--- src/rtl/mem_load_ctrl.sv ---
// Memory-port controller: burst loader into IRAM/DRAM plus core run/halt
// gating. A four-state mode FSM decides who owns the memory ports.
module mem_load_ctrl #(
    parameter int DATA_W = 16,
    parameter int ADDR_W = 9,
    parameter int LEN_W  = 10
) (
    input  logic              i_clock,
    input  logic              i_reset,
    // loader command
    input  logic              i_load_req,
    input  logic              i_ld_sel,
    input  logic [ADDR_W-1:0] i_ld_base,
    input  logic [LEN_W-1:0]  i_ld_len,
    // loader stream
    input  logic              i_ext_valid,
    input  logic [DATA_W-1:0] i_ext_data,
    output logic              o_ext_ready,
    // core interface
    input  logic              i_run_req,
    input  logic              i_core_halt,
    input  logic [ADDR_W-1:0] i_core_iram_addr,
    input  logic              i_core_iram_re,
    input  logic [ADDR_W-1:0] i_core_dram_addr,
    input  logic              i_core_dram_re,
    input  logic              i_core_dram_we,
    input  logic [DATA_W-1:0] i_core_dram_wdata,
    output logic              o_core_start,
    // IRAM port
    output logic [ADDR_W-1:0] o_iram_addr,
    output logic              o_iram_we,
    output logic              o_iram_re,
    output logic [DATA_W-1:0] o_iram_wdata,
    // DRAM port
    output logic [ADDR_W-1:0] o_dram_addr,
    output logic              o_dram_we,
    output logic              o_dram_re,
    output logic [DATA_W-1:0] o_dram_wdata,
    // status
    output logic              o_load_done,
    output logic              o_load_err,
    output logic [DATA_W-1:0] o_checksum,
    output logic              o_busy
);

    typedef enum logic [1:0] {S_IDLE, S_LOAD, S_RUN, S_HALTED} state_t;

    state_t              r_state, w_next;
    logic                r_sel;
    logic [ADDR_W-1:0]   r_base;
    logic [LEN_W-1:0]    r_len;
    logic [LEN_W-1:0]    r_count;
    logic [DATA_W-1:0]   r_checksum;
    logic                r_load_done;
    logic                r_load_err;
    // registered loader write, presented on the memory port one cycle after the beat
    logic                r_wr_iram;
    logic                r_wr_dram;
    logic [ADDR_W-1:0]   r_wr_addr;
    logic [DATA_W-1:0]   r_wr_data;

    logic w_cmd_ok;
    logic w_beat;
    logic w_last;
    logic w_ld_ok;
    logic w_ld_bad;

    // IDLE and HALTED are the only states that accept commands
    assign w_cmd_ok = (r_state == S_IDLE) || (r_state == S_HALTED);
    assign w_ld_ok  = w_cmd_ok && i_load_req && (i_ld_len != '0);
    assign w_ld_bad = w_cmd_ok && i_load_req && (i_ld_len == '0);
    assign w_beat   = (r_state == S_LOAD) && i_ext_valid;
    assign w_last   = w_beat && (r_count == r_len - LEN_W'(1));

    // next-state and port muxing; loader path is registered, core path is combinational
    always_comb begin
        w_next       = r_state;
        o_ext_ready  = 1'b0;
        o_core_start = 1'b0;
        o_busy       = 1'b0;
        o_iram_addr  = r_wr_addr;
        o_iram_we    = r_wr_iram;
        o_iram_re    = 1'b0;
        o_iram_wdata = r_wr_data;
        o_dram_addr  = r_wr_addr;
        o_dram_we    = r_wr_dram;
        o_dram_re    = 1'b0;
        o_dram_wdata = r_wr_data;
        case (r_state)
            S_IDLE, S_HALTED: begin
                // load beats run: a load request takes priority over run_req
                if (w_ld_ok)
                    w_next = S_LOAD;
                else if (!i_load_req && i_run_req)
                    w_next = S_RUN;
            end
            S_LOAD: begin
                o_ext_ready = 1'b1;
                o_busy      = 1'b1;
                if (w_last)
                    w_next = S_IDLE;
            end
            S_RUN: begin
                o_core_start = 1'b1;
                o_busy       = 1'b1;
                o_iram_addr  = i_core_iram_addr;
                o_iram_we    = 1'b0;
                o_iram_re    = i_core_iram_re;
                o_iram_wdata = '0;
                o_dram_addr  = i_core_dram_addr;
                o_dram_we    = i_core_dram_we;
                o_dram_re    = i_core_dram_re;
                o_dram_wdata = i_core_dram_wdata;
                if (i_core_halt)
                    w_next = S_HALTED;
            end
            default: w_next = S_IDLE;
        endcase
    end

    // mode state register
    always_ff @(posedge i_clock) begin
        if (i_reset)
            r_state <= S_IDLE;
        else
            r_state <= w_next;
    end

    // burst bookkeeping, registered write and status pulses
    always_ff @(posedge i_clock) begin
        if (i_reset) begin
            r_sel       <= 1'b0;
            r_base      <= '0;
            r_len       <= '0;
            r_count     <= '0;
            r_checksum  <= '0;
            r_load_done <= 1'b0;
            r_load_err  <= 1'b0;
            r_wr_iram   <= 1'b0;
            r_wr_dram   <= 1'b0;
            r_wr_addr   <= '0;
            r_wr_data   <= '0;
        end else begin
            r_load_done <= w_last;
            r_load_err  <= w_ld_bad;
            r_wr_iram   <= w_beat && !r_sel;
            r_wr_dram   <= w_beat && r_sel;
            if (w_ld_ok) begin
                r_sel      <= i_ld_sel;
                r_base     <= i_ld_base;
                r_len      <= i_ld_len;
                r_count    <= '0;
                r_checksum <= '0;
            end
            if (w_beat) begin
                // address adder is ADDR_W wide, carry dropped so bursts wrap
                r_wr_addr  <= r_base + ADDR_W'(r_count);
                r_wr_data  <= i_ext_data;
                r_count    <= r_count + LEN_W'(1);
                r_checksum <= r_checksum + i_ext_data;
            end
        end
    end

    assign o_load_done = r_load_done;
    assign o_load_err  = r_load_err;
    assign o_checksum  = r_checksum;

endmodule

--- config.mk ---
export PLATFORM = sky130hd
export DESIGN_NAME = mem_load_ctrl
export DESIGN_NICKNAME = d
export VERILOG_FILES = /design/src/rtl/mem_load_ctrl.sv
export SDC_FILE = /design/constraint.sdc
export NUM_CORES = 1
export LEC_CHECK = 0
export ABC_AREA = 1
export CAP_MARGIN = 25
export CORE_UTILIZATION = 30
export CTS_BUF_LIST = sky130_fd_sc_hd__clkbuf_4 sky130_fd_sc_hd__clkbuf_8
export DETAILED_ROUTE_END_ITERATION = 12
export GPL_TIMING_DRIVEN = 1
export PLACE_DENSITY = 0.58
export SLEW_MARGIN = 0
export SYNTH_ARGS = -nofsm -noshare
export SYNTH_HDL_FRONTEND = slang
export SYNTH_SLANG_ARGS = --single-unit
--- constraint.sdc ---
create_clock -name i_clock -period 2 [get_ports i_clock]
set_input_delay 0.4 -clock i_clock [delete_from_list [all_inputs] [get_ports i_clock]]
set_output_delay 0.4 -clock i_clock [all_outputs]
set_load 0.1 [all_outputs]
==> flow_metrics.tcl <==
set metrics [dict create \
    dieArea_um2 16600 \
    antennaDiodeCount 0 \
    die_x_um 129 \
    switching_share_pct 53.1 \
    worstHoldPathType "in -> reg" \
    grt_pass1_vias 5021 \
    syn_avg_cell_area_um2 6.49 \
    synth.top_cell.area_share_pct 32.0 \
    path_class "reg -> out" \
    final_core_util_pct 56.7 \
    rows 45 \
    critical_path.endpoint_type "output pin" \
    antenna_found_initial 0 \
    whs_ps 392 \
    p_leak_uw 0.00379 \
    synth_edf_count 0 \
    overflow 0 \
    fin_crit_sh_pct 103 \
    grt_max_degree 41 \
    violations "negative setup slack" \
    gp_congestion 0.929 \
    wl_um 15600 \
    crit_required_ps 1600 \
    port_buffers 153 \
    crit_top_cell "buf_12" \
    setup-violations-final 30 \
    cts_buffer_depth 2 \
    use_met1_pct 25.5 \
    die_h_um 129 \
    synth_nets 851 \
    start_util_pct 31.3 \
    critPathLaunchType "flop" \
    cts_tree "yes" \
    hold_buffers 0 \
    cp.arrival_ps 1660 \
    path_cells "inv_4 -> ha_4 -> buf_6 -> clkinvlp_4 -> buf_12 -> nand2_8 -> nand2_4 -> buf_12" \
    drv_slew 0 \
    grt_first_pass_wirelength_um 25200 \
    flow.area_growth_from_synthesis_pct 81.2 \
    io_pins 154 \
    dp_hpwl_um 12200 \
    synth_seq_cells 77 \
    hold_path_depth 3 \
    comb_power_share_pct 73.7 \
    grt_use_total_pct 19.3 \
    power_uw 12000 \
    coreArea_um2 15400 \
    vias 5456 \
    dr.pass1.iters 4 \
    clk_latency_ps 360 \
    yosysUniqueCellTypes 42 \
    status "finished, violations left" \
    ys_seq_area_share_pct 32.0 \
    power_frac_clock_pct 9.0 \
    ant_nets 0 \
    cts_root_buf "clkbuf_8" \
    synth_mux_area_share_pct 0 \
    fin_crit_ps 2060 \
    grt-busiest-layer "met2" \
    mostFrequentLayoutCells "112 x nand2_1, 78 x a21oi_1, 77 x clkdlybuf4s50_1" \
    yosys.area_share.simple_pct 28.7 \
    hold_viol_final 0 \
    yosys_warnings 0 \
    clock_skew_ps 12.8 \
    power.switching_uw 6380 \
    timing.critical_path.fanout_max 6 \
    final_nets 1053 \
    first_iter_violations 227 \
    synth_area_leaders "dfxtp_1 32%, nand2_1 13%, o21ai_0 8.9%, a21oi_1 8.6%, nor2_1 7.1%" \
    slew_headroom_pct 73.1 \
    post-place-cells 1129 \
    layout_setup_ws_ps -55.5 \
    synth_area_um2 4820 \
    use_met3_pct 2.95 \
    yosys.area.top_type "dfxtp_1" \
    cpPeakStageDelay_ps 360 \
    synthXorXnorAreaFrac_pct 2.54 \
    power_frac_seq_pct 17.3 \
    synthCells 743 \
    powerDensity_nw_per_um2 1380 \
    wl_per_cell_um 13.5 \
    clkTransAtPathRegs_ps 80 \
    synth_top_family_by_area "simple AND/OR/NAND/NOR gates" \
    synth_adder_area_share_pct 7.83 \
    worst_pin_slew_ps 404 \
    reg2reg_depth 10 \
    layout-drive-gt1-share_pct 31.5 \
    fmax_mhz 487 \
    cts_inserted_buffers 9 \
    synth_compound_area_share_pct 20.1 \
    cts.sink_count 77 \
    synthArstFlopShare_pct 0 \
    ys.flop_type "dfxtp_1" \
    htreeDepth 3 \
    post-route-drc-count 0 \
    ir_drop_mv 0.666 \
    grt.met2_usage_pct 32.3 \
    final_cells 1160 \
    final_common_cell "nand2_1" \
    drv_cap 0 \
    critPathSlowestCell "dfxtp_4" \
    p_int_uw 5640 \
    drt-vias-per-instance 4.70 \
    rsz0062_at_grt "yes" \
    finalSetupTns_ps -982 \
]
final cells by class:
type | count | area, µm²
Sequential cell | 77 | 1570
Clock inverter | 5 | 36.3
Timing Repair inverter | 1 | 7.51
Multi-Input combinational cell | 558 | 3660
Clock buffer | 10 | 138
Timing Repair Buffer | 221 | 2770
Tap cell | 211 | 264
Inverter | 77 | 303
Fill cell | 1463 | 6690
power groups by stage:
stage | clock network [µW] | registers [µW] | logic (µW)
2_1_floorplan | 0 | 2290 | 5320
3_3_place_gp | 0 | 2070 | 8260
3_5_place_dp | 0 | 2080 | 8290
4_1_cts | 1120 | 2060 | 8670
5_1_grt | 1180 | 2120 | 9380
6_report | 1090 | 2080 | 8860
final timing paths:
path	start	to	slack, ps
setup / recovery	r_state[0]	o_iram_addr[0]	-60
hold reg to reg	r_sel	r_wr_iram	410
setup reg to reg	r_base[0]	r_wr_addr[6]	100
hold / removal	i_ext_data[0]	r_wr_data[0]	390
routing by layer:
metal | part of all wire (%) | wire length [µm]
met4 | 1.2 | 193
met1 | 47 | 7350
met5 | 0 | 0
met2 | 47 | 7370
met3 | 4.6 | 717
cell families (layout without fill, tap and decap cells):
kind of cell	after synthesis	after routing
AOI/OAI and AO/OA	185	185
DFF	77	77
buffers and inverters	108	314
and+or+nand+nor	330	330
xor gates and xnor gates	14	14
adders and majority gates	29	29
synthesized netlist by cell type, types with 4 or more instances:
cell type	n
nand2_1	170
nor2_1	91
o21ai_0	86
a21oi_1	83
dfxtp_1	77
inv_1	75
nand3_1	39
ha_1	27
clkbuf_1	23
xor2_1	9
nand4_1	8
xnor2_1	5
a21o_1	4
worst max-delay path: cells and delay by family, from the launching register on:
family / cells / cell delay (ps)
adder cells (fa/ha/maj): 1 / 190
buffers and inverters: 5 / 600
AND/OR/NAND/NOR: 2 / 130
flip-flops: 1 / 360
sequential cells by signal, summed over array words and instances (netlist names):
register     flops
o_checksum      16
r_wr_addr        9
r_wr_dram        1
r_len           10
r_wr_data       16
o_load_done      1
r_wr_iram        1
r_base           9
r_count         10
r_sel            1
r_state          2
o_load_err       1
metrics by stage:
step	setup WS, ps	cell area [µm²]
2_1_floorplan	-81.5	5430
3_3_place_gp	-395	8040
3_5_place_dp	-448	8040
4_1_cts	-86.9	8500
5_1_grt	-128	8740
6_report	-55.5	8740
timing repair:
item,CTS,global route
setup buffers,11,2
resized for setup,52,46
gates cloned,2,2
pin swaps,2,16
endpoints found under the setup margin,58,54
(Power assumes the default switching activity.)
